**src/rtl/ps2_mouse_pkg.sv**
```systemverilog
// Shared constants and types for the PS/2 mouse host controller:
// command/response bytes, controller states and the init step record.
package ps2_mouse_pkg;

    localparam logic [7:0] PS2_CMD_RESET    = 8'hFF;
    localparam logic [7:0] PS2_RSP_ACK      = 8'hFA;
    localparam logic [7:0] PS2_RSP_BAT_OK   = 8'hAA;
    localparam logic [7:0] PS2_CMD_GET_ID   = 8'hF2;
    localparam logic [7:0] PS2_CMD_SET_RATE = 8'hF3;
    localparam logic [7:0] PS2_CMD_ENABLE   = 8'hF4;
    localparam logic [7:0] PS2_RATE_200     = 8'hC8;
    localparam logic [7:0] PS2_RATE_100     = 8'h64;
    localparam logic [7:0] PS2_RATE_80      = 8'h50;
    localparam logic [7:0] PS2_ID_STD       = 8'h00;
    localparam logic [7:0] PS2_ID_WHEEL     = 8'h03;

    typedef enum logic [2:0] {
        ST_POWERUP,
        ST_STEP,
        ST_WAIT_SENT,
        ST_WAIT_ACK,
        ST_WAIT_BYTE,
        ST_WAIT_ID,
        ST_STREAM,
        ST_FAIL
    } state_t;

    // SEND: transmit then expect FA; EXPECT: receive a fixed byte;
    // SEND_ID: transmit, expect FA, then capture the device ID.
    typedef enum logic [1:0] {
        STEP_SEND,
        STEP_EXPECT,
        STEP_SEND_ID
    } step_kind_t;

    typedef struct packed {
        step_kind_t  kind;
        logic [7:0]  data;
        logic        last;
    } step_t;

    function automatic step_t mk_step(input step_kind_t kind, input logic [7:0] data,
                                      input logic last);
        step_t s;
        s.kind = kind;
        s.data = data;
        s.last = last;
        return s;
    endfunction

endpackage

```
**src/rtl/ps2_init_rom.sv**
```systemverilog
// Init command ROM: step index (plus wheel-probe enable) to {kind, byte, last}.
module ps2_init_rom
    import ps2_mouse_pkg::*;
#(
    parameter logic [7:0] SAMPLE_RATE = 8'd100
) (
    input  logic [3:0] idx,
    input  logic       wheel_en,
    output step_t      step
);

    // Base reset/BAT steps, optional IntelliMouse knock, then rate + enable.
    always_comb begin
        step = mk_step(STEP_SEND, PS2_CMD_ENABLE, 1'b1);
        if (wheel_en) begin
            case (idx)
                4'd0:    step = mk_step(STEP_SEND,    PS2_CMD_RESET,    1'b0);
                4'd1:    step = mk_step(STEP_EXPECT,  PS2_RSP_BAT_OK,   1'b0);
                4'd2:    step = mk_step(STEP_EXPECT,  PS2_ID_STD,       1'b0);
                4'd3:    step = mk_step(STEP_SEND,    PS2_CMD_SET_RATE, 1'b0);
                4'd4:    step = mk_step(STEP_SEND,    PS2_RATE_200,     1'b0);
                4'd5:    step = mk_step(STEP_SEND,    PS2_CMD_SET_RATE, 1'b0);
                4'd6:    step = mk_step(STEP_SEND,    PS2_RATE_100,     1'b0);
                4'd7:    step = mk_step(STEP_SEND,    PS2_CMD_SET_RATE, 1'b0);
                4'd8:    step = mk_step(STEP_SEND,    PS2_RATE_80,      1'b0);
                4'd9:    step = mk_step(STEP_SEND_ID, PS2_CMD_GET_ID,   1'b0);
                4'd10:   step = mk_step(STEP_SEND,    PS2_CMD_SET_RATE, 1'b0);
                4'd11:   step = mk_step(STEP_SEND,    SAMPLE_RATE,      1'b0);
                default: step = mk_step(STEP_SEND,    PS2_CMD_ENABLE,   1'b1);
            endcase
        end else begin
            case (idx)
                4'd0:    step = mk_step(STEP_SEND,    PS2_CMD_RESET,    1'b0);
                4'd1:    step = mk_step(STEP_EXPECT,  PS2_RSP_BAT_OK,   1'b0);
                4'd2:    step = mk_step(STEP_EXPECT,  PS2_ID_STD,       1'b0);
                4'd3:    step = mk_step(STEP_SEND,    PS2_CMD_SET_RATE, 1'b0);
                4'd4:    step = mk_step(STEP_SEND,    SAMPLE_RATE,      1'b0);
                default: step = mk_step(STEP_SEND,    PS2_CMD_ENABLE,   1'b1);
            endcase
        end
    end

endmodule

```
**src/rtl/ps2_mouse_host_ctrl.sv**
```systemverilog
// PS/2 mouse host controller: runs the ROM-driven init handshake with
// retries, then streams 3- or 4-byte movement packets to the outputs.
module ps2_mouse_host_ctrl
    import ps2_mouse_pkg::*;
#(
    parameter int unsigned POWERUP_WAIT = 1000000,
    parameter int unsigned BYTE_TIMEOUT = 2000000,
    parameter int unsigned MAX_RETRIES  = 3,
    parameter int unsigned WHEEL_EN     = 1,
    parameter logic [7:0]  SAMPLE_RATE  = 8'd100
) (
    input  logic       CLK,
    input  logic       RESET,
    output logic       SEND_BYTE,
    output logic [7:0] BYTE_TO_SEND,
    input  logic       BYTE_SENT,
    output logic       READ_ENABLE,
    input  logic [7:0] BYTE_READ,
    input  logic [1:0] BYTE_ERROR_CODE,
    input  logic       BYTE_READY,
    output logic [7:0] MOUSE_STATUS,
    output logic [7:0] MOUSE_DX,
    output logic [7:0] MOUSE_DY,
    output logic [7:0] MOUSE_DZ,
    output logic [7:0] MOUSE_ID,
    output logic       INIT_DONE,
    output logic       INIT_FAIL,
    output logic       SEND_INTERRUPT
);

    localparam int unsigned CNT_MAX = (POWERUP_WAIT > BYTE_TIMEOUT) ? POWERUP_WAIT : BYTE_TIMEOUT;
    localparam int unsigned CW      = $clog2(CNT_MAX + 1);
    localparam int unsigned RW      = (MAX_RETRIES > 1) ? $clog2(MAX_RETRIES + 1) : 1;
    localparam logic [CW-1:0] PU_LAST  = CW'(POWERUP_WAIT - 1);
    localparam logic [CW-1:0] TO_LAST  = CW'(BYTE_TIMEOUT - 1);
    localparam logic [RW-1:0] TRY_LAST = RW'(MAX_RETRIES - 1);

    state_t        state;
    logic [CW-1:0] tmr;
    logic [RW-1:0] retries;
    logic [3:0]    step_idx;
    step_t         step;
    logic [1:0]    pidx;
    logic [7:0]    sh0, sh1, sh2;
    logic          pkt4;
    logic          irq_pend;
    logic          to_hit;
    logic          rx_good;
    logic          step_pass;
    logic          step_fail;

    ps2_init_rom #(.SAMPLE_RATE(SAMPLE_RATE)) u_rom (
        .idx      (step_idx),
        .wheel_en (WHEEL_EN != 0),
        .step     (step)
    );

    assign to_hit = (tmr == TO_LAST);

    // Judge the current init wait state; a received byte always outranks a timeout.
    always_comb begin
        rx_good   = 1'b0;
        step_pass = 1'b0;
        step_fail = 1'b0;
        case (state)
            ST_WAIT_ACK:  rx_good = (BYTE_ERROR_CODE == 2'b00) && (BYTE_READ == PS2_RSP_ACK);
            ST_WAIT_BYTE: rx_good = (BYTE_ERROR_CODE == 2'b00) && (BYTE_READ == step.data);
            ST_WAIT_ID:   rx_good = (BYTE_ERROR_CODE == 2'b00);
            default:      rx_good = 1'b0;
        endcase
        case (state)
            ST_WAIT_SENT: step_fail = !BYTE_SENT && to_hit;
            ST_WAIT_ACK, ST_WAIT_BYTE, ST_WAIT_ID: begin
                if (BYTE_READY) begin
                    step_pass = rx_good;
                    step_fail = !rx_good;
                end else begin
                    step_fail = to_hit;
                end
            end
            default: ;
        endcase
    end

    // Main controller FSM: init sequencing, retry/fail handling and packet assembly.
    always_ff @(posedge CLK or posedge RESET) begin
        if (RESET) begin
            state          <= ST_POWERUP;
            tmr            <= '0;
            retries        <= '0;
            step_idx       <= '0;
            pidx           <= '0;
            sh0            <= '0;
            sh1            <= '0;
            sh2            <= '0;
            pkt4           <= 1'b0;
            irq_pend       <= 1'b0;
            SEND_BYTE      <= 1'b0;
            BYTE_TO_SEND   <= '0;
            READ_ENABLE    <= 1'b0;
            MOUSE_STATUS   <= '0;
            MOUSE_DX       <= '0;
            MOUSE_DY       <= '0;
            MOUSE_DZ       <= '0;
            MOUSE_ID       <= '0;
            INIT_DONE      <= 1'b0;
            INIT_FAIL      <= 1'b0;
            SEND_INTERRUPT <= 1'b0;
        end else begin
            SEND_BYTE      <= 1'b0;
            irq_pend       <= 1'b0;
            SEND_INTERRUPT <= irq_pend;
            tmr            <= tmr + CW'(1);
            if (step_fail) begin
                tmr         <= '0;
                READ_ENABLE <= 1'b0;
                step_idx    <= '0;
                retries     <= retries + RW'(1);
                if (retries == TRY_LAST) begin
                    state     <= ST_FAIL;
                    INIT_FAIL <= 1'b1;
                end else begin
                    state <= ST_POWERUP;
                end
            end else if (step_pass) begin
                tmr <= '0;
                if (state == ST_WAIT_ACK && step.kind == STEP_SEND_ID) begin
                    state <= ST_WAIT_ID;
                end else begin
                    if (state == ST_WAIT_ID) begin
                        MOUSE_ID <= BYTE_READ;
                        pkt4     <= (BYTE_READ == PS2_ID_WHEEL);
                    end
                    if (step.last) begin
                        state     <= ST_STREAM;
                        INIT_DONE <= 1'b1;
                        pidx      <= '0;
                    end else begin
                        step_idx    <= step_idx + 4'd1;
                        state       <= ST_STEP;
                        READ_ENABLE <= 1'b0;
                    end
                end
            end else begin
                case (state)
                    ST_POWERUP: begin
                        if (tmr == PU_LAST) begin
                            state <= ST_STEP;
                            tmr   <= '0;
                        end
                    end
                    ST_STEP: begin
                        tmr <= '0;
                        if (step.kind == STEP_EXPECT) begin
                            state       <= ST_WAIT_BYTE;
                            READ_ENABLE <= 1'b1;
                        end else begin
                            SEND_BYTE    <= 1'b1;
                            BYTE_TO_SEND <= step.data;
                            state        <= ST_WAIT_SENT;
                        end
                    end
                    ST_WAIT_SENT: begin
                        if (BYTE_SENT) begin
                            state       <= ST_WAIT_ACK;
                            READ_ENABLE <= 1'b1;
                            tmr         <= '0;
                        end
                    end
                    ST_STREAM: begin
                        if (BYTE_READY) begin
                            tmr <= '0;
                            if (BYTE_ERROR_CODE != 2'b00) begin
                                pidx <= '0;
                            end else if (pidx == 2'd0 && !BYTE_READ[3]) begin
                                pidx <= '0;
                            end else if (pidx == (pkt4 ? 2'd3 : 2'd2)) begin
                                MOUSE_STATUS <= sh0;
                                MOUSE_DX     <= sh1;
                                MOUSE_DY     <= pkt4 ? sh2 : BYTE_READ;
                                MOUSE_DZ     <= pkt4 ? BYTE_READ : 8'h00;
                                irq_pend     <= 1'b1;
                                pidx         <= '0;
                            end else begin
                                case (pidx)
                                    2'd0:    sh0 <= BYTE_READ;
                                    2'd1:    sh1 <= BYTE_READ;
                                    default: sh2 <= BYTE_READ;
                                endcase
                                pidx <= pidx + 2'd1;
                            end
                        end else if (pidx == 2'd0) begin
                            tmr <= '0;
                        end else if (to_hit) begin
                            pidx <= '0;
                            tmr  <= '0;
                        end
                    end
                    default: tmr <= '0;
                endcase
            end
        end
    end

endmodule

```
**config.mk**
```make
export PLATFORM = sky130hd
export DESIGN_NAME = ps2_mouse_host_ctrl
export DESIGN_NICKNAME = d
export VERILOG_FILES = /design/src/rtl/ps2_mouse_pkg.sv /design/src/rtl/ps2_init_rom.sv /design/src/rtl/ps2_mouse_host_ctrl.sv
export SDC_FILE = /design/constraint.sdc
export NUM_CORES = 1
export LEC_CHECK = 0
export CAP_MARGIN = 10
export CORE_ASPECT_RATIO = 1.4
export CORE_MARGIN = 5
export CORE_UTILIZATION = 55
export CTS_CLUSTER_DIAMETER = 30
export DETAILED_ROUTE_END_ITERATION = 7
export GPL_TIMING_DRIVEN = 0
export PLACE_DENSITY_LB_ADDON = 0.25
export SLEW_MARGIN = 10
export SYNTH_ARGS = -nofsm -noshare
export SYNTH_HDL_FRONTEND = slang
export SYNTH_SLANG_ARGS = --single-unit
```
**constraint.sdc**
```tcl
create_clock -name CLK -period 5.4 [get_ports CLK]
set_clock_uncertainty 0.05 [all_clocks]
set_input_delay 1.35 -clock CLK [delete_from_list [all_inputs] [get_ports CLK]]
set_output_delay 1.35 -clock CLK [all_outputs]
set_load 0.1 [all_outputs]
```
# After elaboration in Yosys (flattened, before gate mapping)
# Memory sizes are Yosys's and may differ from the RTL's.
# Cells that the tools add are included.
[totals]
input_bits = 14
word_cells = 148
reg_bits = 111
romBits = 176
out_inout_bits = 53
memories = 1
[classes]
n_eq_ne = 26
n_mux = 57
reduce_logical = 31
n_addsub = 4
bitwise_logic = 8
[memory_table]
columns = ["memory", "words", "word_bits", "rd", "rd_ports_with_merged_regs", "write_ports", "line_no", "source"]
rows = [
  ["(name not given)", 16, 11, 1, 0, 0, "ps2_init_rom.sv:16", "case (idx)"],
]
[ops]
columns = ["cell", "n"]
rows = [
  ["2-to-1 mux 21 bit", 7],
  ["case mux 21 bit (3 select lines)", 1],
  ["2-to-1 mux 3 bit", 8],
  ["AND reduction 8 bit", 3],
  ["adder 21 x 1 -> 21 bit, second input constant", 1],
  ["== test 21 x 20 -> 1 bit, second input constant", 1],
  ["== test 21 bit, second input constant", 1],
  ["2-to-1 mux 1 bit", 21],
  ["2-to-1 mux 2 bit", 10],
  ["2-to-1 mux 4 bit", 4],
  ["2-to-1 mux 8 bit", 2],
  ["inequality test 4 bit, second input constant", 3],
  ["AND reduction 4 bit", 3],
  ["== test 3 bit, second input constant", 3],
  ["case mux 3 bit (3 select lines)", 1],
  ["== test 8 x 2 -> 1 bit, second input constant", 1],
  ["== test 8 bit", 1],
  ["== test 8 bit, second input constant", 1],
  ["NOT 1 bit", 8],
  ["AND reduction 7 bit", 1],
  ["== test 3 x 2 -> 1 bit, second input constant", 2],
  ["inequality test 2 bit, second input constant", 3],
  ["inequality test 3 bit, second input constant", 2],
  ["AND reduction 3 bit", 2],
  ["23 further kinds", 36],
]

# Longest topological paths before layout
# Gate-level depths: netlist (run 1).
[depth]
ltp_word = 9
ltp_mapped = 13
ltp_nobuf = 11

# Modules after synthesis
# A second synthesis (run 1) with hierarchy kept.
[hier_totals]
cells_unflattened = 527
area_unflattened_um2 = 5486.5
[modules_own_cells]
columns = ["module", "cells_each", "area_each_um2", "n_inst", "seq_area_each_um2"]
rows = [
  ["ps2_mouse_host_ctrl", 464, 5027.3, 1, 2777.7],
  ["ps2_init_rom", 63, 459.2, 1, 0.0],
]

# Least setup slack after synthesis (run 1)
# No wires, ideal clock.
[synth_timing]
kind = "input port to flip-flop"
from = "input port BYTE_READ[6]"
to = "register pidx[0]"
stages = 7
setup_time_ns = 0.125
n_path_buf = 1
t_arrival_ns = 2.865
t_required_ns = 5.225
slack_ns = 2.361
cell_sequence = "clkbuf_1 nand4b_1 a311oi_1 nand4_1 a211oi_2 o221ai_2 mux2_2"
[synth_via]
elab_chain_cells = 8
elab_cells_between_ends = 18
classes_between = "5 x eq/ne; 6 x mux; 1 x bitwise; 6 x reduce/logical"
[synth_lines]
columns = ["element", "line_no", "source"]
rows = [
  ["start, declared", "ps2_mouse_host_ctrl.sv:18", "input logic [7:0] BYTE_READ,"],
  ["== test 8 bit, on equally long branches", "ps2_mouse_host_ctrl.sv:67, ps2_mouse_host_ctrl.sv:66", ""],
  ["logical AND 1 bit, on equally long branches", "ps2_mouse_host_ctrl.sv:67, ps2_mouse_host_ctrl.sv:66", ""],
  ["case mux 1 bit (3 select lines) (*)", "ps2_mouse_host_ctrl.sv:65", "case (state)"],
  ["zero test 1 bit", "ps2_mouse_host_ctrl.sv:76", "step_fail = !rx_good;"],
  ["2-to-1 mux 1 bit", "ps2_mouse_host_ctrl.sv:74", "if (BYTE_READY) begin"],
  ["case mux 1 bit (2 select lines)", "ps2_mouse_host_ctrl.sv:71", "case (state)"],
  ["NOT 1 bit (no line)", "n/a", ""],
  ["AND reduction 6 bit (no line)", "n/a", ""],
  ["end signal, assigned", "ps2_mouse_host_ctrl.sv:190", "pidx <= pidx + 2'd1;"],
  ["end, declared", "ps2_mouse_host_ctrl.sv:43", "logic [1:0] pidx;"],
]
# Every way passes the cells marked *; elsewhere a longest branch is shown, timed or not.
# A chain may end at the register's enable or synchronous reset.

# Worst setup path in the final report (run 1)
[layout_timing]
from = "input port BYTE_READ[7]"
to = "register pidx[0]"
# Same word-level chain as after synthesis.

==> flow_summary.html, run 1 <==
<table>
<tr><th>Metric</th><th>Value</th></tr>
<tr><th colspan="2">Placement</th></tr>
<tr><td>Placed cell count</td><td>705</td></tr>
<tr><td>Quantity of I/O buffers inserted on ports</td><td>62</td></tr>
<tr><td>Placed wire-length estimate</td><td>9030 um</td></tr>
<tr><td>Routability-driven placement congestion ratio</td><td>0.890</td></tr>
<tr><td>Placement Setup Slack</td><td>around 1.3 ns</td></tr>
<tr><th colspan="2">Synth</th></tr>
<tr><td>FF+latch count, synth</td><td>111</td></tr>
<tr><td>Distinct cell type count of the synthesized netlist</td><td>54</td></tr>
<tr><td>Main synth FF type</td><td>sky130_fd_sc_hd__dfrtp_1</td></tr>
<tr><td>Post-synthesis cell area</td><td>around 5300 um^2</td></tr>
<tr><td>Sequential element share of the synthesized area</td><td>0.528</td></tr>
<tr><td>Average size of a mapped cell</td><td>slightly below 10 um^2</td></tr>
<tr><td>Number of enable-type register cells in the synthesized netlist</td><td>0</td></tr>
<tr><td>Post-Syn Instances</td><td>about 530</td></tr>
<tr><td>Fraction of registers with async set/reset</td><td>1.00</td></tr>
<tr><td>Net count after synthesis</td><td>557</td></tr>
<tr><td>Count of synthesis-stage warnings from yosys</td><td>0</td></tr>
<tr><th colspan="2">Detailed routing</th></tr>
<tr><td>Antenna violation net count after detailed routing</td><td>0</td></tr>
<tr><td>First-pass iteration count of the detailed router</td><td>5</td></tr>
<tr><td>Post-detailed-route via-to-cell ratio</td><td>a little under 6</td></tr>
<tr><td>Average routed wire per standard cell</td><td>17.4 um</td></tr>
<tr><td>First DRT Iteration DRCs</td><td>255</td></tr>
<tr><td>Post-route DRC</td><td>0</td></tr>
<tr><td>Routed wire length</td><td>12500 um</td></tr>
<tr><td>Total vias in the final route</td><td>around 4200</td></tr>
<tr><th colspan="2">Global routing</th></tr>
<tr><td>First-pass GRT wire length</td><td>20800 um</td></tr>
<tr><td>Total gr overflow</td><td>0</td></tr>
<tr><td>Initial antenna violation count</td><td>0</td></tr>
<tr><td>Via count of the first global-routing pass</td><td>4212</td></tr>
<tr><td>Overall global routing resource usage</td><td>0.221</td></tr>
<tr><td>Pin count of the biggest net entering global routing</td><td>between 80 and 90</td></tr>
<tr><th colspan="2">Final layout</th></tr>
<tr><td>Post-route non-filler standard cell count</td><td>721</td></tr>
<tr><td>Most common library cell in the layout ignoring fill and taps</td><td>sky130_fd_sc_hd__dfrtp_1</td></tr>
<tr><td>Final Net Count</td><td>around 630</td></tr>
<tr><td>Fraction of layout cells with a size suffix above 1</td><td>0.105</td></tr>
<tr><td>Most frequent cells in the layout</td><td>sky130_fd_sc_hd__dfrtp_1, sky130_fd_sc_hd__nand2_1, sky130_fd_sc_hd__clkdlybuf4s50_1</td></tr>
<tr><td>Final design utilization</td><td>0.674</td></tr>
<tr><td>Growth of design area from synthesis to finish</td><td>20.6%</td></tr>
<tr><td>Number of antenna cells inserted</td><td>0</td></tr>
<tr><th colspan="2">STA</th></tr>
<tr><td>Final Worst Setup Slack</td><td>~1.7 ns</td></tr>
<tr><td>Worst relative slew slack</td><td>0.331</td></tr>
<tr><td>Slew at the pin closest to its max-slew limit</td><td>1.00 ns</td></tr>
<tr><td>Max-slew violation total from the final report</td><td>0</td></tr>
<tr><td>Final Critical Period</td><td>approximately 3.7 ns</td></tr>
<tr><td>Share of the clock period used by the worst path after layout</td><td>0.686</td></tr>
<tr><td>Summed negative setup slack over all endpoints</td><td>0 ns</td></tr>
<tr><td>Achievable Freq</td><td>0.270 GHz</td></tr>
<tr><td>Worst Hold Slack</td><td>0.308 ns</td></tr>
<tr><td>Number of setup violations in the final report</td><td>0</td></tr>
<tr><td>Number of hold violations in the final report</td><td>0</td></tr>
<tr><td>Setup repair after global routing missed its margin</td><td>false</td></tr>
<tr><th colspan="2">Setup path</th></tr>
<tr><td>Worst setup path category</td><td>primary input to register</td></tr>
<tr><td>Origin of the worst setup path</td><td>BYTE_READ[7]</td></tr>
<tr><td>Crit path arrival time</td><td>3.89 ns</td></tr>
<tr><td>Crit. End Element</td><td>register</td></tr>
<tr><td>Startpoint of the most critical register-to-register path</td><td>step_idx[0]</td></tr>
<tr><td>Critical path fanouts, max</td><td>10</td></tr>
<tr><td>Setup crit start kind</td><td>primary input</td></tr>
<tr><td>Data required time of the worst path</td><td>5.58 ns</td></tr>
<tr><th colspan="2">CTS</th></tr>
<tr><td>Num CTS Buffers</td><td>9</td></tr>
<tr><td>CTS max path bufs</td><td>2</td></tr>
<tr><td>TritonCTS clock tree</td><td>done</td></tr>
<tr><td>Buffer cell driving the clock tree root</td><td>sky130_fd_sc_hd__clkbuf_16</td></tr>
<tr><td>Hold buffer count at CTS</td><td>0</td></tr>
<tr><td>Later-pin clock latency in the skew report</td><td>0.35 ns</td></tr>
<tr><td>CTS sink count</td><td>111</td></tr>
<tr><td>H-tree Lvls</td><td>3</td></tr>
<tr><td>Total setup buffers inserted after CTS</td><td>0</td></tr>
<tr><td>Post-CTS Resized</td><td>0</td></tr>
<tr><td>Post-CTS clock slew at the launch and capture registers of the worst setup and hold paths</td><td>0.08 ns</td></tr>
<tr><th colspan="2">Power</th></tr>
<tr><td>Pwr per Cell Area</td><td>474 nW/um^2</td></tr>
<tr><td>Peak supply drop</td><td>0.000382 V</td></tr>
<tr><td>Pleak</td><td>0.00294 uW</td></tr>
<tr><th colspan="2">Floorplanning</th></tr>
<tr><td>Standard-cell row count</td><td>42</td></tr>
<tr><td>Number of top-level pins</td><td>67</td></tr>
<tr><td>Height of the die</td><td>126 um</td></tr>
<tr><td>Initial Utilization</td><td>0.559</td></tr>
<tr><td>Floorplan die width</td><td>92.6 um</td></tr>
<tr><td>Core box area</td><td>9410 um^2</td></tr>
<tr><td>DIE AREA</td><td>11600 um^2</td></tr>
<tr><th colspan="2">Status</th></tr>
<tr><td>Outcome</td><td>complete, no violations</td></tr>
<tr><th colspan="2">Flow run</th></tr>
<tr><td>Number of max-cap violations</td><td>0</td></tr>
<tr><th colspan="2">Min path</th></tr>
<tr><td>Hold crit path type</td><td>register to register</td></tr>
<tr><td>Hold path startpoint</td><td>irq_pend</td></tr>
</table>
[kinds of logic after synthesis]
group | Yosys count | synth area share
and+or+nand+nor | 234 | 0.203
buffers and inverters | 45 | 0.0352
adders and majority gates | 11 | 0.0262
muxes | 41 | 0.0850
DFF | 111 | 0.528
xor gates and xnor gates | 22 | 0.0367
AOI/OAI and AO/OA | 68 | 0.0857
[flip-flops by register name, indices dropped and copies added, names as in the netlist, 2 cells and up]
register and flops:
BYTE_TO_SEND 8, MOUSE_DX 8, MOUSE_DY 8, MOUSE_DZ 8, MOUSE_ID 8, MOUSE_STATUS 8, pidx 2, retries 2
sh0 8, sh1 8, sh2 8, state 3, step_idx 4, tmr 21
[routing by layer]
layer  GRT usage  share of wire
met5           0              0
met4      0.0638          0.014
met3      0.0465          0.046
met2       0.387           0.53
met1       0.276           0.41
[cells in the mapped netlist (all sizes together) (2+ instances only)]
cell type	number	area [um^2]
nor2b	6	37.5
o21ai	18	90.1
nor4	2	12.5
nand4	9	56.3
a22oi	2	15.0
and3	4	25.0
o22a	2	17.5
or2	3	18.8
and2	3	18.8
and4	2	17.5
a31oi	3	18.8
xor2	14	123
a211oi	4	35.0
buf	11	57.6
inv	18	67.6
o2111ai	2	17.5
o41ai	2	17.5
mux2	29	327
dfrtp	111	2780
nor4bb	2	20.0
xnor2	8	70.1
nand3	24	120
mux2i	12	120
nand2	102	383
or3	3	18.8
ha	11	138
nor2	54	203
clkbuf	16	60.1
nor3	5	25.0
a21oi	20	104
o31ai	3	22.5
nand2b	5	31.3
nand3b	6	45.0
[where the power goes]
group          switching [uW]  internal, uW
sequential               92.0           974
combinational             949           353
clock                     315           324
[worst max-delay path, cell delays in order]
cell,delay [ns]
sky130_fd_sc_hd__clkdlybuf4s50_1,0.52
sky130_fd_sc_hd__clkbuf_1,0.42
sky130_fd_sc_hd__nand2_1,0.09
sky130_fd_sc_hd__and3_1,0.20
sky130_fd_sc_hd__a211oi_1,0.17
sky130_fd_sc_hd__nand4_1,0.23
sky130_fd_sc_hd__a211oi_2,0.43
sky130_fd_sc_hd__o221ai_2,0.19
sky130_fd_sc_hd__mux2_2,0.29
[final timing paths]
check / to / slack [ns] / depth (start not counted)
setup reg to reg: pidx[0] / 1.90 / 10
max in group asynchronous: pkt4 / 3.34 / 3
hold / removal: SEND_INTERRUPT / 0.31 / 0
min in group asynchronous: tmr[9] / 1.28 / 2
hold reg to reg: SEND_INTERRUPT / 0.31 / 0
setup / recovery: pidx[0] / 1.70 / 9
[final cells by class]
type | count | area (um^2)
fill | 728 | 3070
sequential | 111 | 2780
multi-input combinational | 376 | 2290
timing repair buffer | 63 | 648
clock buffer | 9 | 225
tap | 110 | 138
buffer | 27 | 118
inverter | 18 | 72.6
clock inverter | 7 | 66.3
[per-stage QoR]
step	area (um^2)	total power (uW)
5_1_grt	6340	3150
6_report	6340	3010
3_5_place_dp	6050	2380
2_1_floorplan	5260	2060
4_1_cts	6340	3030
3_3_place_gp	6010	2350
Note: power is estimated with default switching activity, not from simulation.
==> inputs of run 2 (changes only) <==
CORE_UTILIZATION = 50   (was 55)
clock period = 2.95 ns   (was 5.4 ns; I/O delays follow)
==> run 2 against run 1 <==
Against the previous run:
- clock power is 82% higher
- first-iteration DRC count fell by 16%
- combinational power is 88% higher
- critical endpoint unchanged
- highest routed layer unchanged
==> flow_summary.html, run 2 (same netlist as run 1, synthesis figures left out) <==
<table>
<tr><th>Metric</th><th>Value</th></tr>
<tr><th colspan="2">Status</th></tr>
<tr><td>Outcome</td><td>complete, no violations</td></tr>
<tr><th colspan="2">Floorplanning</th></tr>
<tr><td>Height of the die</td><td>131 um (+4.5%)</td></tr>
<tr><td>Floorplan die width</td><td>96.7 um (+4.4%)</td></tr>
<tr><td>DIE AREA</td><td>12700 um^2 (+9.0%)</td></tr>
<tr><td>Initial Utilization</td><td>0.508 (-0.0509)</td></tr>
<tr><td>Standard-cell row count</td><td>44 (+4.8%)</td></tr>
<tr><td>Core box area</td><td>10300 um^2 (+10%)</td></tr>
<tr><td>Number of top-level pins</td><td>67 (unchanged)</td></tr>
<tr><th colspan="2">Final layout</th></tr>
<tr><td>Growth of design area from synthesis to finish</td><td>24.0%</td></tr>
<tr><td>Most flop-heavy register</td><td>tmr</td></tr>
<tr><td>Number of inserted filler cells in the final layout</td><td>896 (+23%)</td></tr>
<tr><td>Most common library cell in the layout ignoring fill and taps</td><td>sky130_fd_sc_hd__dfrtp_1</td></tr>
<tr><td>Number of antenna cells inserted</td><td>0 (unchanged)</td></tr>
<tr><td>Flip-flop count of the largest register after layout</td><td>21 (unchanged)</td></tr>
<tr><td>Most frequent cells in the layout</td><td>sky130_fd_sc_hd__dfrtp_1, sky130_fd_sc_hd__nand2_1, sky130_fd_sc_hd__clkdlybuf4s50_1</td></tr>
<tr><td>Fraction of layout cells with a size suffix above 1</td><td>0.137 (+0.0324)</td></tr>
<tr><td>Flip-flop and latch area</td><td>2780 um^2 (about the same)</td></tr>
<tr><td>Multi-input combinational cell area</td><td>2340 um^2 (+1.9%)</td></tr>
<tr><td>Final Net Count</td><td>641 (+1.6%)</td></tr>
<tr><th colspan="2">Global routing</th></tr>
<tr><td>First-pass GRT wire length</td><td>20500 um (-1.4%)</td></tr>
<tr><td>Via count of the first global-routing pass</td><td>4197 (-0.36%)</td></tr>
<tr><td>Overall global routing resource usage</td><td>0.196 (-0.0249)</td></tr>
<tr><td>Total gr overflow</td><td>0 (unchanged)</td></tr>
<tr><td>Pin count of the biggest net entering global routing</td><td>40 (-53%)</td></tr>
<tr><td>Initial antenna violation count</td><td>0 (unchanged)</td></tr>
<tr><th colspan="2">Detailed routing</th></tr>
<tr><td>Post-route DRC</td><td>0 (unchanged)</td></tr>
<tr><td>First-pass iteration count of the detailed router</td><td>4 (-1)</td></tr>
<tr><td>Total vias in the final route</td><td>4061 (-2.8%)</td></tr>
<tr><td>Average routed wire per standard cell</td><td>16.1 um (-7.3%)</td></tr>
<tr><td>First DRT Iteration DRCs</td><td>214 (-16%)</td></tr>
<tr><td>Routed wire length</td><td>12200 um (-2.6%)</td></tr>
<tr><td>Post-detailed-route via-to-cell ratio</td><td>5.36 (-7.5%)</td></tr>
<tr><td>Antenna violation net count after detailed routing</td><td>0 (unchanged)</td></tr>
<tr><th colspan="2">Power</th></tr>
<tr><td>Combinational fraction of design power</td><td>0.440 (+0.007)</td></tr>
<tr><td>Share of total power consumed by net switching</td><td>0.445 (-0.00633)</td></tr>
<tr><td>Peak supply drop</td><td>0.000789 V (+110%)</td></tr>
<tr><td>Internal power summed over all cells</td><td>3080 uW (+86%)</td></tr>
<tr><td>Clock group share of total power</td><td>0.210 (-0.003)</td></tr>
<tr><td>Net switching power figure</td><td>2460 uW (+82%)</td></tr>
<tr><td>Pleak</td><td>0.00303 uW (+3.0%)</td></tr>
<tr><td>Design Power</td><td>5540 uW (+84%)</td></tr>
<tr><td>Part of the power in registers</td><td>0.350 (-0.005)</td></tr>
<tr><td>Pwr per Cell Area</td><td>850 nW/um^2 (+79%)</td></tr>
<tr><th colspan="2">STA</th></tr>
<tr><td>Final Critical Period</td><td>2.82 ns</td></tr>
<tr><td>Number of setup violations in the final report</td><td>0 (unchanged)</td></tr>
<tr><td>Max-slew violation total from the final report</td><td>0 (unchanged)</td></tr>
<tr><td>Share of the clock period used by the worst path after layout</td><td>0.956</td></tr>
<tr><td>Achievable Freq</td><td>between 0.3 and 0.4 GHz</td></tr>
<tr><td>Worst Hold Slack</td><td>0.305 ns (-0.00267 ns)</td></tr>
<tr><td>Worst relative slew slack</td><td>0.339 (+0.00855)</td></tr>
<tr><td>Summed negative setup slack over all endpoints</td><td>0 ns (unchanged)</td></tr>
<tr><td>Final Worst Setup Slack</td><td>0.129 ns (-1.57 ns)</td></tr>
<tr><td>Setup repair after global routing missed its margin</td><td>true</td></tr>
<tr><td>Slew at the pin closest to its max-slew limit</td><td>0.988 ns (-0.0128 ns)</td></tr>
<tr><td>Number of hold violations in the final report</td><td>0 (unchanged)</td></tr>
<tr><th colspan="2">Flow run</th></tr>
<tr><td>Number of max-cap violations</td><td>0 (unchanged)</td></tr>
<tr><th colspan="2">Placement</th></tr>
<tr><td>Placed wire-length estimate</td><td>8770 um (-2.9%)</td></tr>
<tr><td>Quantity of I/O buffers inserted on ports</td><td>62 (unchanged)</td></tr>
<tr><td>Placement Setup Slack</td><td>-0.411 ns (-1.72 ns)</td></tr>
<tr><td>Routability-driven placement congestion ratio</td><td>0.849 (-4.5%)</td></tr>
<tr><th colspan="2">CTS</th></tr>
<tr><td>Later-pin clock latency in the skew report</td><td>0.35 ns (about the same)</td></tr>
<tr><td>Post-CTS clock slew at the launch and capture registers of the worst setup and hold paths</td><td>0.07 ns (about the same)</td></tr>
<tr><td>CTS sink count</td><td>111 (unchanged)</td></tr>
<tr><td>Buffer cell driving the clock tree root</td><td>sky130_fd_sc_hd__clkbuf_16</td></tr>
<tr><td>TritonCTS clock tree</td><td>done</td></tr>
<tr><td>H-tree Lvls</td><td>3 (unchanged)</td></tr>
<tr><td>Num CTS Buffers</td><td>9 (unchanged)</td></tr>
<tr><td>Hold buffer count at CTS</td><td>0 (unchanged)</td></tr>
<tr><td>CTS max path bufs</td><td>2 (unchanged)</td></tr>
<tr><th colspan="2">Setup path</th></tr>
<tr><td>Data required time of the worst path</td><td>3.14 ns (-2.44 ns)</td></tr>
<tr><td>Setup crit start kind</td><td>primary input</td></tr>
<tr><td>Crit path arrival time</td><td>3.01 ns (-0.88 ns)</td></tr>
<tr><td>Critical path fanouts, max</td><td>10 (unchanged)</td></tr>
<tr><td>Crit. End Element</td><td>register</td></tr>
<tr><td>Worst setup path category</td><td>primary input to register</td></tr>
<tr><th colspan="2">Min path</th></tr>
<tr><td>Hold crit path type</td><td>register to register</td></tr>
</table>
-- run 2: worst paths after layout --
check,end,depth (start not counted),startpoint,slack [ns]
setup / recovery,pidx[0],8,BYTE_READ[0],0.13
setup reg to reg,pidx[0],10,step_idx[0],0.14
min in group asynchronous,MOUSE_DX[2],2,RESET,0.57
hold reg to reg,SEND_INTERRUPT,0,irq_pend,0.31
max in group asynchronous,step_idx[0],4,RESET,1.62
hold / removal,SEND_INTERRUPT,0,irq_pend,0.31
-- run 2: power by group through the flow --
stage               logic, uW  registers [uW]  clock network, uW
finish                   2440            1940               1160
global route             2590            1980               1250
detailed placement       2370            1970                  0
global placement         2340            1960                  0
floorplan                 810            2970                  0
CTS                      2400            1950               1190
-- run 2: layer usage --
layer	global-route usage	part of all wire
met5	0	0
met4	0.0554	0.012
met3	0.0424	0.041
met2	0.334	0.51
met1	0.253	0.44
-- run 2: critical path: stages --
cell	delay (ns)
sky130_fd_sc_hd__clkdlybuf4s50_1	0.47
sky130_fd_sc_hd__clkbuf_1	0.35
sky130_fd_sc_hd__o21ai_0	0.16
sky130_fd_sc_hd__a211oi_1	0.28
sky130_fd_sc_hd__nand4_1	0.23
sky130_fd_sc_hd__a211oi_2	0.34
sky130_fd_sc_hd__o221ai_2	0.15
sky130_fd_sc_hd__mux2_4	0.29
-- run 2: timing repair --
item                                   CTS  global route
setup endpoints to repair               14            11
resized for setup                        6            18
pin swaps                                3             6
setup buffers                            3             5
endpoints found under the hold margin    0             0
gates cloned                             0             0
-- run 2: metrics by stage --
step / cells / util / instance area [um^2]
6_report: 758 / 0.630 / 6520
5_1_grt: 758 / 0.630 / 6520
4_1_cts: 753 / 0.622 / 6440
3_5_place_dp: 735 / 0.591 / 6110
3_3_place_gp: 732 / 0.585 / 6050
2_1_floorplan: 532 / - / 5260
-- run 2: final cells by class --
cell class | instances | share of cell area
Tap cell | 138 | 0.0265
Clock buffer | 10 | 0.0367
Timing Repair Buffer | 73 | 0.114
Multi-Input combinational cell | 376 | 0.358
Inverter | 18 | 0.0113
Sequential cell | 111 | 0.426
Buffer | 27 | 0.0200
Clock inverter | 5 | 0.00633
==> inputs of run 3 (changes only) <==
SYNTH_HIERARCHICAL = 1   (was default)
==> run 3 against run 2 <==
Against the previous run:
- first-iteration DRC count is 22% higher
- core utilization is 1.8 points higher
- total power is 27% higher
- cell area is 7.4% higher
- setup slack worse by 0.081 ns
- clock power is 16% higher
- sequential share of layout area is 2.9 points lower
- sequential power is 9% higher
- critical path depth is 6 higher
- synthesized cell count is 0.94% lower
- cell count is 0.79% higher
==> flow_summary.html, run 3 <==
<table>
<tr><th>Metric</th><th>Value</th></tr>
<tr><th colspan="2">Min path</th></tr>
<tr><td>Worst hold path stage count</td><td>0 (unchanged)</td></tr>
<tr><td>Worst hold path endpoint</td><td>SEND_INTERRUPT</td></tr>
<tr><td>Hold path startpoint</td><td>irq_pend</td></tr>
<tr><td>Hold crit path type</td><td>register to register</td></tr>
<tr><th colspan="2">Placement</th></tr>
<tr><td>Placed wire-length estimate</td><td>8750 um (-0.23%)</td></tr>
<tr><td>Routability-driven placement congestion ratio</td><td>0.864 (+1.8%)</td></tr>
<tr><td>Placement Setup Slack</td><td>-0.780 ns (-0.368 ns)</td></tr>
<tr><td>Placed cell count</td><td>733 (-0.27%)</td></tr>
<tr><td>Quantity of I/O buffers inserted on ports</td><td>62 (unchanged)</td></tr>
<tr><td>Placed cell area</td><td>6350 um^2 (+4.0%)</td></tr>
<tr><th colspan="2">STA</th></tr>
<tr><td>Slew at the pin closest to its max-slew limit</td><td>0.986 ns (-0.00124 ns)</td></tr>
<tr><td>Number of hold violations in the final report</td><td>0 (unchanged)</td></tr>
<tr><td>Final Critical Period</td><td>2.90 ns (+0.0807 ns)</td></tr>
<tr><td>Achievable Freq</td><td>0.345 GHz (-2.8%)</td></tr>
<tr><td>Share of the clock period used by the worst path after layout</td><td>0.983 (+0.0273)</td></tr>
<tr><td>Number of setup violations in the final report</td><td>0 (unchanged)</td></tr>
<tr><td>Final Worst Setup Slack</td><td>0.0488 ns (-0.0807 ns)</td></tr>
<tr><td>Setup repair after global routing missed its margin</td><td>true</td></tr>
<tr><td>Worst relative slew slack</td><td>0.340 (+0.000826)</td></tr>
<tr><td>Max-slew violation total from the final report</td><td>0 (unchanged)</td></tr>
<tr><th colspan="2">CTS</th></tr>
<tr><td>CTS sink count</td><td>111 (unchanged)</td></tr>
<tr><td>Later-pin clock latency in the skew report</td><td>0.35 ns (about the same)</td></tr>
<tr><td>Buffer cell driving the clock tree root</td><td>sky130_fd_sc_hd__clkbuf_16</td></tr>
<tr><td>CTS max path bufs</td><td>2 (unchanged)</td></tr>
<tr><td>Hold buffer count at CTS</td><td>0 (unchanged)</td></tr>
<tr><td>Num CTS Buffers</td><td>9 (unchanged)</td></tr>
<tr><td>H-tree Lvls</td><td>3 (unchanged)</td></tr>
<tr><td>Post-CTS clock slew at the launch and capture registers of the worst setup and hold paths</td><td>0.07 ns (about the same)</td></tr>
<tr><td>TritonCTS clock tree</td><td>done</td></tr>
<tr><th colspan="2">Status</th></tr>
<tr><td>Outcome</td><td>complete, no violations</td></tr>
<tr><th colspan="2">Synth</th></tr>
<tr><td>Post-Syn Instances</td><td>527 (-0.94%)</td></tr>
<tr><td>Multiplexer area fraction after synthesis</td><td>0.120 (+0.0352)</td></tr>
<tr><td>Top cells by area, synth</td><td>sky130_fd_sc_hd__dfrtp_1, sky130_fd_sc_hd__mux2_2, sky130_fd_sc_hd__nor2_1, sky130_fd_sc_hd__nand2_1, sky130_fd_sc_hd__ha_1</td></tr>
<tr><td>Dominant combinational cell family by area after synthesis</td><td>simple AND/OR/NAND/NOR gates</td></tr>
<tr><td>Sequential element share of the synthesized area</td><td>0.506 (-0.0222)</td></tr>
<tr><td>Fraction of synthesized cell area in xor and xnor cells</td><td>0.0399 (+0.00325)</td></tr>
<tr><td>Number of enable-type register cells in the synthesized netlist</td><td>0 (unchanged)</td></tr>
<tr><td>Top-area cell type share of the netlist area</td><td>0.506 (-0.0222)</td></tr>
<tr><td>Most common cell in the netlist</td><td>sky130_fd_sc_hd__dfrtp_1</td></tr>
<tr><td>Simple-gate portion of the synthesized area</td><td>0.178 (-0.0247)</td></tr>
<tr><td>Library cell with the largest summed area after synthesis</td><td>sky130_fd_sc_hd__dfrtp_1</td></tr>
<tr><td>Net count after synthesis</td><td>552 (-0.90%)</td></tr>
<tr><td>Distinct cell type count of the synthesized netlist</td><td>65 (+20%)</td></tr>
<tr><td>Main synth FF type</td><td>sky130_fd_sc_hd__dfrtp_1</td></tr>
<tr><td>Fraction of registers with async set/reset</td><td>1.00 (unchanged)</td></tr>
<tr><td>Average size of a mapped cell</td><td>10.4 um^2 (+5.4%)</td></tr>
<tr><td>Commonest cells post-synth</td><td>sky130_fd_sc_hd__dfrtp_1, sky130_fd_sc_hd__nor2_1, sky130_fd_sc_hd__nand2_1</td></tr>
<tr><td>Post-synthesis cell area</td><td>5490 um^2 (+4.4%)</td></tr>
<tr><td>Count of synthesis-stage warnings from yosys</td><td>6 (+6)</td></tr>
<tr><td>FF+latch count, synth</td><td>111 (unchanged)</td></tr>
<tr><td>Adder-cell share of the synthesized area</td><td>0.0251 (-0.00110)</td></tr>
<tr><td>Share of the synthesized area in compound gates (AO/OA/AOI/OAI)</td><td>0.0848 (-0.000859)</td></tr>
<tr><th colspan="2">Setup path</th></tr>
<tr><td>Slowest stage cell on the critical path</td><td>sky130_fd_sc_hd__dfrtp_2</td></tr>
<tr><td>Crit. End Element</td><td>register</td></tr>
<tr><td>Worst reg-to-reg setup slack</td><td>0.05 ns (-0.09 ns)</td></tr>
<tr><td>Library cell appearing most often on the critical path</td><td>sky130_fd_sc_hd__nor2_2</td></tr>
<tr><td>Logic depth of the worst register-to-register path</td><td>14 (+4)</td></tr>
<tr><td>Data required time of the worst path</td><td>3.19 ns (+0.05 ns)</td></tr>
<tr><td>Crit path arrival time</td><td>3.14 ns (+0.13 ns)</td></tr>
<tr><td>Setup crit start kind</td><td>register</td></tr>
<tr><td>Startpoint of the most critical register-to-register path</td><td>step_idx[1]</td></tr>
<tr><td>Capturing point of the worst reg2reg path</td><td>tmr[7]</td></tr>
<tr><td>Ordered cell list for the critical path</td><td>inv_2 -&gt; ha_4 -&gt; nor2_2 -&gt; mux2_4 -&gt; a22oi_2 -&gt; xnor2_1 -&gt; a32oi_1 -&gt; o32ai_2 -&gt; o2111ai_2 -&gt; o211ai_1 -&gt; o21ai_4 -&gt; a21o_1 -&gt; buf_6 -&gt; nor2_2</td></tr>
<tr><td>Critical path fanouts, max</td><td>10 (unchanged)</td></tr>
<tr><td>Logic depth of the worst path, buffers included</td><td>14 (+6)</td></tr>
<tr><td>Worst setup path category</td><td>register to register</td></tr>
<tr><td>Critical path's largest stage delay</td><td>0.39 ns (-0.08 ns)</td></tr>
<tr><td>Crit path buffers/inverters</td><td>2 (unchanged)</td></tr>
<tr><td>Family with the most delay on the worst path</td><td>compound AO/OA/AOI/OAI gates</td></tr>
<tr><th colspan="2">Final layout</th></tr>
<tr><td>Fraction of layout cells with a size suffix above 1</td><td>0.226 (+0.0892)</td></tr>
<tr><td>Post-route non-filler standard cell count</td><td>764 (+0.79%)</td></tr>
<tr><td>Final Net Count</td><td>643 (+0.31%)</td></tr>
<tr><td>Most frequent cells in the layout</td><td>sky130_fd_sc_hd__dfrtp_1, sky130_fd_sc_hd__clkdlybuf4s50_1, sky130_fd_sc_hd__nor2_1</td></tr>
<tr><td>Post-route cell area</td><td>7000 um^2 (+7.4%)</td></tr>
<tr><td>Multi-input combinational cell area</td><td>2620 um^2 (+12%)</td></tr>
<tr><td>Flip-flop and latch area</td><td>2780 um^2 (unchanged)</td></tr>
<tr><td>Number of antenna cells inserted</td><td>0 (unchanged)</td></tr>
<tr><td>Most common library cell in the layout ignoring fill and taps</td><td>sky130_fd_sc_hd__dfrtp_1</td></tr>
<tr><td>Most flop-heavy register</td><td>tmr</td></tr>
<tr><td>Growth of design area from synthesis to finish</td><td>27.6%</td></tr>
<tr><td>Flip-flop count of the largest register after layout</td><td>21 (unchanged)</td></tr>
<tr><td>Number of inserted filler cells in the final layout</td><td>871 (-2.8%)</td></tr>
<tr><th colspan="2">Detailed routing</th></tr>
<tr><td>Routed wire length</td><td>12700 um (+4.2%)</td></tr>
<tr><td>Post-detailed-route via-to-cell ratio</td><td>5.54 (+3.4%)</td></tr>
<tr><td>First DRT Iteration DRCs</td><td>261 (+22%)</td></tr>
<tr><td>Total vias in the final route</td><td>4232 (+4.2%)</td></tr>
<tr><td>Average routed wire per standard cell</td><td>16.6 um (+3.3%)</td></tr>
<tr><td>First-pass iteration count of the detailed router</td><td>5 (+1)</td></tr>
<tr><td>Antenna violation net count after detailed routing</td><td>0 (unchanged)</td></tr>
<tr><td>Post-route DRC</td><td>0 (unchanged)</td></tr>
<tr><th colspan="2">Power</th></tr>
<tr><td>Internal power summed over all cells</td><td>3700 uW (+20%)</td></tr>
<tr><td>Pleak</td><td>0.00312 uW (+3.2%)</td></tr>
<tr><td>Combinational fraction of design power</td><td>0.510 (+0.070)</td></tr>
<tr><td>Peak supply drop</td><td>0.000613 V (-22%)</td></tr>
<tr><td>Clock group share of total power</td><td>0.190 (-0.020)</td></tr>
<tr><td>Part of the power in registers</td><td>0.300 (-0.050)</td></tr>
<tr><td>Pwr per Cell Area</td><td>1010 nW/um^2 (+19%)</td></tr>
<tr><td>Share of total power consumed by net switching</td><td>0.476 (+0.0314)</td></tr>
<tr><td>Design Power</td><td>7050 uW (+27%)</td></tr>
<tr><td>Net switching power figure</td><td>3360 uW (+36%)</td></tr>
<tr><th colspan="2">Floorplanning</th></tr>
<tr><td>Height of the die</td><td>134 um (+2.0%)</td></tr>
<tr><td>Floorplan die width</td><td>98.5 um (+1.9%)</td></tr>
<tr><td>Initial Utilization</td><td>0.508 (about the same)</td></tr>
<tr><td>DIE AREA</td><td>13200 um^2 (+4.0%)</td></tr>
<tr><td>Number of top-level pins</td><td>67 (unchanged)</td></tr>
<tr><td>Standard-cell row count</td><td>45 (+2.3%)</td></tr>
<tr><td>Core box area</td><td>10800 um^2 (+4.4%)</td></tr>
<tr><th colspan="2">Global routing</th></tr>
<tr><td>Total gr overflow</td><td>0 (unchanged)</td></tr>
<tr><td>Initial antenna violation count</td><td>0 (unchanged)</td></tr>
<tr><td>First-pass GRT wire length</td><td>20600 um (about the same)</td></tr>
<tr><td>Via count of the first global-routing pass</td><td>4199 (+0.048%)</td></tr>
<tr><td>Overall global routing resource usage</td><td>0.193 (-0.00357)</td></tr>
<tr><td>Pin count of the biggest net entering global routing</td><td>36 (-10%)</td></tr>
<tr><th colspan="2">Flow run</th></tr>
<tr><td>Number of max-cap violations</td><td>0 (unchanged)</td></tr>
</table>
run 3: routing by layer:
metal	share of wire	vias up	global-route usage	routed length (um)
met5	0	-	0	0
met2	0.52	115	0.336	6610
met1	0.41	2087	0.232	5210
met4	0.023	0	0.0812	297
li1	-	2004	-	-
met3	0.046	26	0.0375	586
run 3: power groups by stage:
| stage | combinational (uW) | clock (uW) | sequential (uW) |
|---|---|---|---|
| after floorplan | 1010 | 0 | 3710 |
| after global placement | 3290 | 0 | 2130 |
| after detailed placement | 3350 | 0 | 2150 |
| after CTS | 3530 | 1350 | 2110 |
| after global routing | 3790 | 1430 | 2160 |
| final | 3600 | 1340 | 2120 |
run 3: area by class of cell:
type / count / share of cell area
inverters: 26 / 0.0145
repair buffers: 81 / 0.119
flip-flops and latches: 111 / 0.397
clock inverters: 7 / 0.0148
well taps: 141 / 0.0252
multi-input cells: 362 / 0.374
clock buffers: 9 / 0.0322
plain buffers: 27 / 0.0229
run 3: how the worst max path moves through the flow:
| stage | startpoint | endpoint | slack (ns) |
|---|---|---|---|
| detailed placement | BYTE_READY | MOUSE_DY[5] | -0.78 |
| global route | step_idx[1] | tmr[5] | -0.12 |
| global placement | BYTE_READY | MOUSE_DZ[7] | -0.73 |
| CTS | step_idx[1] | READ_ENABLE | -0.04 |
| floorplan | step_idx[0] | step_idx[3] | 0.05 |
| finish | step_idx[1] | tmr[7] | 0.05 |
run 3: logic make-up after synthesis:
logic type / after synthesis
mux: 60
compound gates: 73
fa+ha+maj: 11
other cells: 1
buf+inv: 54
xor+xnor: 25
simple gates: 192
flops: 111
run 3: timing repair:
item	4_1_cts	5_1_grt
gates resized for setup	28	20
pin swaps	14	5
setup buffers	14	2
setup endpoints to repair	75	40
run 3: stage by stage:
step,TNS (ns),hold WS (ns),util
final,0,0.314,0.648
after floorplan,0,0.281,-
after global placement,-59.68,0.283,0.582
after CTS,-0.436,0.314,0.638
after global routing,-2.45,0.324,0.648
after detailed placement,-42.82,0.298,0.588
run 3: worst register-to-register path, stage by stage (launching register included):
cell                        delay [ns]
sky130_fd_sc_hd__dfrtp_2          0.39
sky130_fd_sc_hd__inv_2            0.06
sky130_fd_sc_hd__ha_4             0.28
sky130_fd_sc_hd__nor2_2           0.03
sky130_fd_sc_hd__mux2_4           0.26
sky130_fd_sc_hd__a22oi_2          0.22
sky130_fd_sc_hd__xnor2_1          0.15
sky130_fd_sc_hd__a32oi_1          0.13
sky130_fd_sc_hd__o32ai_2          0.16
sky130_fd_sc_hd__o2111ai_2        0.18
sky130_fd_sc_hd__o211ai_1         0.33
sky130_fd_sc_hd__o21ai_4          0.13
sky130_fd_sc_hd__a21o_1           0.20
sky130_fd_sc_hd__buf_6            0.15
sky130_fd_sc_hd__nor2_2           0.11
